**src/rtl/keycode_arbiter.sv**
```systemverilog
// Tracks held W/A/S/D keys from a 6-slot HID report and presents one movement
// keycode per frame. The most recent press wins, and the output changes only on a synchronized frame_clk edge.
module keycode_arbiter #(
  parameter logic [7:0] KEY_W = 8'h1A,
  parameter logic [7:0] KEY_A = 8'h04,
  parameter logic [7:0] KEY_S = 8'h16,
  parameter logic [7:0] KEY_D = 8'h07,
  parameter int         SLOTS = 6
) (
  input  logic               Clk,
  input  logic               Reset,
  input  logic               frame_clk,
  input  logic [8*SLOTS-1:0] keycodes,
  output logic [7:0]         keycode,
  output logic               key_valid,
  output logic               press_strobe
);

  localparam logic [1:0] ID_W = 2'd0;
  localparam logic [1:0] ID_A = 2'd1;
  localparam logic [1:0] ID_S = 2'd2;
  localparam logic [1:0] ID_D = 2'd3;

  logic       r_sync1, r_sync2, r_sync3;
  logic [1:0] r_stk [4];
  logic [2:0] r_depth;
  logic [3:0] r_held_prev;

  logic       w_frame_tick;
  logic [3:0] w_held;
  logic       w_rollover;
  logic [3:0] w_rel, w_prs;
  logic [1:0] w_stk [4];
  logic [2:0] w_depth;
  logic       w_hit;
  logic [1:0] w_top_idx;
  logic [7:0] w_top_code;

  assign w_frame_tick = r_sync2 & ~r_sync3;

  always_comb begin
    w_held     = 4'b0000;
    w_rollover = 1'b0;
    for (int i = 0; i < SLOTS; i++) begin
      if (keycodes[8*i +: 8] == 8'h01) w_rollover = 1'b1;
      if (keycodes[8*i +: 8] == KEY_W) w_held[ID_W] = 1'b1;
      if (keycodes[8*i +: 8] == KEY_A) w_held[ID_A] = 1'b1;
      if (keycodes[8*i +: 8] == KEY_S) w_held[ID_S] = 1'b1;
      if (keycodes[8*i +: 8] == KEY_D) w_held[ID_D] = 1'b1;
    end
  end

  // Releases are removed before presses are pushed. Pushing in order D, S, A, W leaves W on top.
  always_comb begin
    w_rel   = r_held_prev & ~w_held;
    w_prs   = w_held & ~r_held_prev;
    w_stk   = r_stk;
    w_depth = r_depth;
    w_hit   = 1'b0;
    for (int k = 0; k < 4; k++) begin
      if (w_rel[k]) begin
        w_hit = 1'b0;
        for (int p = 0; p < 3; p++) begin
          if ((w_stk[p] == 2'(k)) && (3'(p) < w_depth)) w_hit = 1'b1;
          if (w_hit) w_stk[p] = w_stk[p+1];
        end
        if ((w_stk[3] == 2'(k)) && (w_depth == 3'd4)) w_hit = 1'b1;
        if (w_hit) w_depth = w_depth - 3'd1;
      end
    end
    for (int k = 3; k >= 0; k--) begin
      if (w_prs[k] && (w_depth < 3'd4)) begin
        w_stk[w_depth[1:0]] = 2'(k);
        w_depth             = w_depth + 3'd1;
      end
    end
  end

  assign w_top_idx = 2'(r_depth - 3'd1);

  always_comb begin
    w_top_code = 8'h00;
    if (r_depth != 3'd0) begin
      case (r_stk[w_top_idx])
        ID_W:    w_top_code = KEY_W;
        ID_A:    w_top_code = KEY_A;
        ID_S:    w_top_code = KEY_S;
        default: w_top_code = KEY_D;
      endcase
    end
  end

  always_ff @(posedge Clk) begin
    if (Reset) begin
      r_sync1      <= 1'b0;
      r_sync2      <= 1'b0;
      r_sync3      <= 1'b0;
      r_stk        <= '{default: 2'd0};
      r_depth      <= 3'd0;
      r_held_prev  <= 4'b0000;
      keycode      <= 8'h00;
      key_valid    <= 1'b0;
      press_strobe <= 1'b0;
    end else begin
      r_sync1 <= frame_clk;
      r_sync2 <= r_sync1;
      r_sync3 <= r_sync2;
      // A rollover report carries no trustworthy key state, so it is ignored entirely.
      if (!w_rollover) begin
        r_stk       <= w_stk;
        r_depth     <= w_depth;
        r_held_prev <= w_held;
      end
      if (w_frame_tick) begin
        keycode      <= w_top_code;
        key_valid    <= (w_top_code != 8'h00);
        press_strobe <= (w_top_code != 8'h00) && (w_top_code != keycode);
      end else begin
        press_strobe <= 1'b0;
      end
    end
  end

endmodule

```
**config.mk**
```make
export PLATFORM = sky130hd
export DESIGN_NAME = keycode_arbiter
export DESIGN_NICKNAME = d
export VERILOG_FILES = /design/src/rtl/keycode_arbiter.sv
export SDC_FILE = /design/constraint.sdc
export NUM_CORES = 1
export LEC_CHECK = 0
export BUFFER_PORTS_ARGS = -buffer_cell sky130_fd_sc_hd__buf_4
export CAP_MARGIN = 5
export CORE_ASPECT_RATIO = 0.6
export CORE_UTILIZATION = 27
export CTS_CLUSTER_DIAMETER = 30
export DETAILED_ROUTE_END_ITERATION = 8
export GPL_ROUTABILITY_DRIVEN = 0
export PLACE_DENSITY_LB_ADDON = 0.3
export REMOVE_ABC_BUFFERS = 1
export SLEW_MARGIN = 20
export SYNTH_ARGS = -nofsm -noshare
export SYNTH_HDL_FRONTEND = slang
export SYNTH_SLANG_ARGS = --single-unit
```
**constraint.sdc**
```tcl
create_clock -name Clk -period 8.9 [get_ports Clk]
set_input_delay 1.78 -clock Clk [delete_from_list [all_inputs] [get_ports Clk]]
set_output_delay 1.78 -clock Clk [all_outputs]
set_load 0.02 [all_outputs]
```
# Word-level counts from Yosys, hierarchy flattened
# Cells that the tools add are included.
dict set report word_totals {
  regBits 28
  inputBits 51
  output_inout_bits 10
  elab_cells 255
}
dict set report op_classes {
  add_sub_neg 8
  n_lt_le_gt_ge 25
  eq_ne 49
  mux 107
  n_bitwise 21
  reduce_logical 33
}
# cell n
set ops {}
lappend ops {{== test 8 x 3 -> 1 bit, second input constant} 12}
lappend ops {{== test 8 x 5 -> 1 bit, second input constant} 12}
lappend ops {{2-to-1 mux 1 bit} 62}
lappend ops {{== test 8 x 1 -> 1 bit, second input constant} 6}
lappend ops {{2-to-1 mux 2 bit} 18}
lappend ops {{2-to-1 mux 3 bit} 12}
lappend ops {{2-to-1 mux 8 bit} 4}
lappend ops {{logical AND 1 bit} 25}
lappend ops {{< comparator 1 x 3 -> 1 bit, first input constant} 8}
lappend ops {{2-to-1 mux 6 bit} 4}
lappend ops {{== test 2 bit, second input constant} 9}
lappend ops {{AND 4 bit} 4}
lappend ops {{demux 2 bit (select 2 bit)} 4}
lappend ops {{inverter 4 bit} 4}
lappend ops {{>= comparator 3 bit, second input constant} 5}
lappend ops {{inverter 2 -> 3 bit} 5}
lappend ops {{one-hot mux 5 bit (3 select lines)} 1}
lappend ops {{adder 3 x 1 -> 3 bit, second input constant} 4}
lappend ops {{== test 3 bit, second input constant} 4}
lappend ops {{< comparator 2 x 3 -> 1 bit, first input constant} 4}
lappend ops {{< comparator 3 x 1 -> 1 bit, second input constant} 4}
lappend ops {{< comparator 3 bit, second input constant} 4}
lappend ops {{subtractor 3 x 1 -> 3 bit, second input constant} 4}
lappend ops {{== test 2 x 1 -> 1 bit, second input constant} 5}
lappend ops {{13 further kinds} 19}

# Longest topological paths before layout
dict set report logic_depth {
  ltp_word 71
  mapped_depth 32
  depth_no_buf 28
}

# Worst setup path before layout
# No wires, ideal clock.
dict set report synth_path {
  path_kind {input to register}
  from {input keycodes[21]}
  to {register r_stk[1] (netlist name)}
  arrival_time_ns 7.643
  slack_ns 1.186
  path_stages 27
  n_path_buf 2
  path_cell_list {or3_1 -> or4_4 -> and3_4 -> buf_6 -> o211a_1 -> buf_6 -> mux2i_2 -> a32o_1 -> or4b_4 -> a211o_1 -> a21oi_4 -> o221ai_4 -> a21oi_2 -> mux2i_2 -> inv_1 -> ha_1 -> and2_1 -> nor4b_4 -> xnor2_2 -> inv_1 -> ha_1 -> inv_1 -> a21oi_1 -> ha_1 -> a21o_1 -> a21o_1 -> a21oi_1}
}
dict set report synth_between {
  elab_chain_len 61
  elab_cells_between_ends 152
  classes_between {6 x add/sub; 21 x order compare; 17 x eq/ne; 75 x mux; 13 x bitwise; 20 x reduce/logical}
}
# element line
set synth_lines {}
lappend synth_lines {{start, declared} 13} ;# input logic [8*SLOTS-1:0] keycodes,
lappend synth_lines {{== test 8 x 5 -> 1 bit} 46} ;# if (keycodes[8*i +: 8] == KEY_W) w_held[ID_W] = 1'b1;
lappend synth_lines {{2-to-1 mux 1 bit (4 in a row)} 46}
lappend synth_lines {{inverter 4 bit} 55} ;# w_rel = r_held_prev & ~w_held;
lappend synth_lines {{AND 4 bit} 55}
lappend synth_lines {{2-to-1 mux 3 bit / 2-to-1 mux 6 bit (equally long branches)} 61} ;# if (w_rel[k]) begin
lappend synth_lines {{< comparator 1 x 3 -> 1 bit / == test 2 x 1 -> 1 bit (equally long branches)} 64} ;# if ((w_stk[p] == 2'(k)) && (3'(p) < w_depth)) w_hit = 1'b1;
lappend synth_lines {{logical AND 1 bit} 64}
lappend synth_lines {{2-to-1 mux 1 bit} 64}
lappend synth_lines {{[... 42 more ...]} n/a}
lappend synth_lines {{inverter 2 -> 3 bit (not written as such)} 73} ;# w_stk[w_depth[1:0]] = 2'(k);
lappend synth_lines {{>= comparator 3 bit (not written as such) / < comparator 3 x 1 -> 1 bit (equally long branches)} 73}
lappend synth_lines {{logical AND 1 bit (not written as such)} 73}
lappend synth_lines {{2-to-1 mux 2 bit (not written as such)} 73}
lappend synth_lines {{demux 2 bit (select 2 bit)} 73}
lappend synth_lines {{inverter 8 bit (no line)} n/a}
lappend synth_lines {{AND 8 bit (no line)} n/a}
lappend synth_lines {{2-to-1 mux 8 bit} 72} ;# if (w_prs[k] && (w_depth < 3'd4)) begin
lappend synth_lines {{end signal, assigned} 110} ;# r_stk <= w_stk;
lappend synth_lines {{end, declared} 25} ;# logic [1:0] r_stk [4];
# Parallel ways exist; a longest one is shown, timed or not. The select of a mux whose other input is x is not followed.
# A chain may end at the register's enable or synchronous reset.

# Worst setup path in the final report
dict set report layout_path {
  from {input keycodes[21]}
  to {register r_stk[0] (netlist name)}
}
# Same word-level chain as after synthesis.

==> summary.txt <==
Power
  – Power consumption: 0.355 mW
  – Pwr Density: 85.1 nW/µm²
  – Maximum vdd drop: 55.1 µV
  – Lkg Pwr: 1.55 nW

Clock network
  – Post-CTS sizing: 0
  – Clock root cell: clkbuf_16
  – Clk_lat worst skew: 0.27 ns
  – CTS sink cnt: 25
  – Clock Path Buffers: 2
  – CTS tree: yes
  – Inserted Clock Buffers: 3
  – Clk slew on worst S/H paths: 0.07 ns
  – CTS Hold Buffers Added: 0
  – Post-CTS Setup Bufs: 0
  – Max H-tree Level: 1

Timing
  – Final worst slack: 0.556 ns
  – Final setup viols: 0
  – Hold Worst Slack: 0.442 ns
  – Worst Tran Pin Value: 1.05 ns
  – Relative slew slack: 30.1%
  – Peak Freq: 0.120 GHz
  – RSZ-0062 raised after global routing: no
  – Fin. max-slew vios: 0
  – Sum Neg Setup Slack: 0 ns
  – Worst clock skew: 0.00625 ns
  – Final hold violations: 0
  – Final worst path period share: 93.8%
  – Final min period: 8.34 ns

Routing
  – Drt total wl: 11,300 µm
  – Iter 0 DRT Violations: 388
  – DRC Markers: 0
  – Via Count: 3,854
  – ANT nets after route: 0
  – Drt via density: 5.68
  – DRT Pass-1 Iters: 5
  – WL per Instance: 16.7 µm

Layout
  – Antenna diodes: 0
  – Final #Nets: 579
  – Synthesis-to-finish area growth: 16.7%
  – Post-Layout Cell Count: 678
  – Layout cells sized above 1: 20.7%

Critical path
  – Worst EP required: 9.05 ns
  – WP data arrival: 8.49 ns
  – Critical path class: in2reg
  – Worst Setup Start Kind: primary input
  – Worst reg-to-reg path cell count: 26
  – R2r setup slk: 1.28 ns
  – RR Endpoint: r_stk[0]
  – R2r startpoint: r_depth[1]
  – Endpoint class of the critical path: flop
  – CP max FO: 13

Hold path
  – WHS Endpoint: r_sync2
  – HP Start: r_sync1
  – Hold depth: 1
  – Worst hold path class: reg2reg

Synth
  – Mapped Avg Cell Area: 7.64 µm²
  – Distinct cells, synth: 86
  – Ys flop type: dfxtp_1
  – YS warnings: 0
  – Post-synth EDFFs: 0
  – Mapped cell area: 3570 µm²
  – Synth Register Bits: 25
  – Cells after Synth: 468
  – Sequential area share after synthesis: 14.0%
  – Asr flop ratio synth: 0%

GRT
  – Number of global-route vias before repair: 3,428
  – GRT Total Usage: 16.2%
  – First-pass GRT wire length: 17,800 µm
  – Top Usage Layer GRT: met1
  – GR Overflow Total: 0
  – Initial antenna violation count: 0
  – Largest net degree at the start of global routing: 28
  – GR Layer Usage met3: 2.16%
  – Met2 Use GR: 22.8%
  – GR Layer Usage met1: 26.0%

Floorplanning
  – Die Y: 91.1 µm
  – Core area: 12,900 µm²
  – Die ar.: 13,700 µm²
  – Die X: 151 µm
  – FP Rows: 32
  – I/O Pins: 61
  – Starting Density: 27.7%

Place
  – Placed cell count: 674
  – DP Worst Slack: 0.293 ns
  – Detailed Place HPWL: 9170 µm
  – PortBufs: 57

Run status
  – Status: completed

Run
  – MaxCap Viol Count: 0
registers in the layout (all words and copies together), names as in the netlist:
signal / cells
r_stk: 8
keycode: 5
r_held_prev: 4
r_depth: 3
key_valid: 1
press_strobe: 1
r_sync1: 1
r_sync2: 1
r_sync3: 1
layout by cell type, fill, tap and decap left out, drive strengths merged, types with 7 or more instances in the layout:
master	synthesis	layout
a31oi	7	7
o21ai	25	25
a21oi	37	37
nor4b	9	9
a22oi	11	11
mux2i	15	15
and3	9	9
inv	19	19
ha	19	19
a21o	8	8
buf	12	57
nor2b	14	14
nor2	47	47
nand2	35	35
nor4	8	8
nand3	14	14
nand2b	13	13
nand4	13	13
dfxtp	25	25
nor3	11	11
worst max path at each step:
stage	start	to	depth (start not counted)
final	keycodes[21]	r_stk[0]	25
after floorplan	keycodes[21]	r_stk[3]	25
after CTS	keycodes[21]	r_stk[0]	25
after global routing	keycodes[0]	r_stk[0]	25
after detailed placement	keycodes[21]	r_stk[0]	25
after global placement	keycodes[21]	r_stk[0]	25
power by group:
part | total [mW] | internal, mW | switching [mW]
registers | 0.121 | 0.115 | 0.00659
logic | 0.129 | 0.0539 | 0.0755
clock network | 0.104 | 0.0611 | 0.0430
Yosys cell counts, drive strengths merged, types with 3 or more instances:
| master | instances | area share [%] |
|---|---|---|
| nor2 | 47 | 5.0 |
| a21oi | 37 | 5.7 |
| nand2 | 35 | 3.7 |
| dfxtp | 25 | 14 |
| o21ai | 25 | 3.6 |
| ha | 19 | 6.7 |
| inv | 19 | 2.0 |
| mux2i | 15 | 4.4 |
| nand3 | 14 | 2.1 |
| nor2b | 14 | 2.5 |
| nand2b | 13 | 2.3 |
| nand4 | 13 | 2.3 |
| buf | 12 | 2.7 |
| a22oi | 11 | 2.5 |
| clkbuf | 11 | 1.2 |
| nor3 | 11 | 1.5 |
| and3 | 9 | 1.7 |
| nor4b | 9 | 2.6 |
| a21o | 8 | 1.7 |
| nor4 | 8 | 1.6 |
| a31oi | 7 | 2.0 |
| a211o | 6 | 1.5 |
| a211oi | 6 | 1.6 |
| a221oi | 6 | 2.2 |
| and2 | 6 | 1.1 |
| o211ai | 6 | 1.5 |
| or3 | 6 | 1.1 |
| nor3b | 5 | 1.1 |
| o22ai | 5 | 0.88 |
| xnor2 | 5 | 1.9 |
| and4 | 4 | 0.98 |
| a2111oi | 3 | 1.3 |
| o31a | 3 | 0.74 |
| o31ai | 3 | 0.63 |
| or2 | 3 | 0.53 |
| or4 | 3 | 0.73 |
cell families after synthesis:
kind of cell | after synthesis | synth area share, %
compound gates | 148 | 32.2
xor+xnor | 7 | 2.35
flops | 25 | 14.0
other cells | 1 | 0.105
mux | 19 | 6.30
buf+inv | 42 | 5.81
fa+ha+maj | 19 | 6.65
simple gates | 207 | 32.6
layout make-up:
cell class                 instances  area [µm²]
fill                            1368        8720
multi-input combinational        403        2880
sequential                        25         500
timing repair buffer              57         428
tap                              170         213
clock buffer                       3        75.1
inverter                          19        71.3
clock inverter                     1        7.51
stage by stage:
stage	area (µm²)	utilization, %
after floorplan	3450	-
after global routing	4170	32.3
after CTS	4170	32.3
after global placement	4090	31.7
final	4170	32.3
after detailed placement	4090	31.7
layer usage:
layer | routed length [µm] | vias to the layer above | part of all wire (%)
met1 | 6000 | 1825 | 53
met4 | 25 | 0 | 0.22
met2 | 4410 | 147 | 39
met3 | 856 | 4 | 7.6
met5 | 0 | - | 0
li1 | - | 1878 | -
critical path, stage by stage:
cell and delay [ns]:
buf_4 0.12, or3_1 0.36, or4_4 0.54, and3_4 0.24, o211a_1 0.24, mux2i_2 0.22
a32o_1 0.37, or4b_4 0.57, a211o_1 0.34, a21oi_4 0.25, o221ai_4 0.18, a21oi_2 0.23
mux2i_2 0.38, inv_1 0.12, ha_1 0.20, and2_1 0.18, nor4b_4 0.48, xnor2_2 0.24
inv_1 0.11, ha_1 0.25, nand2_1 0.08, and4_1 0.51, a21boi_0 0.18, o21ai_0 0.20
a21oi_1 0.10
(Power assumes the default switching activity.)
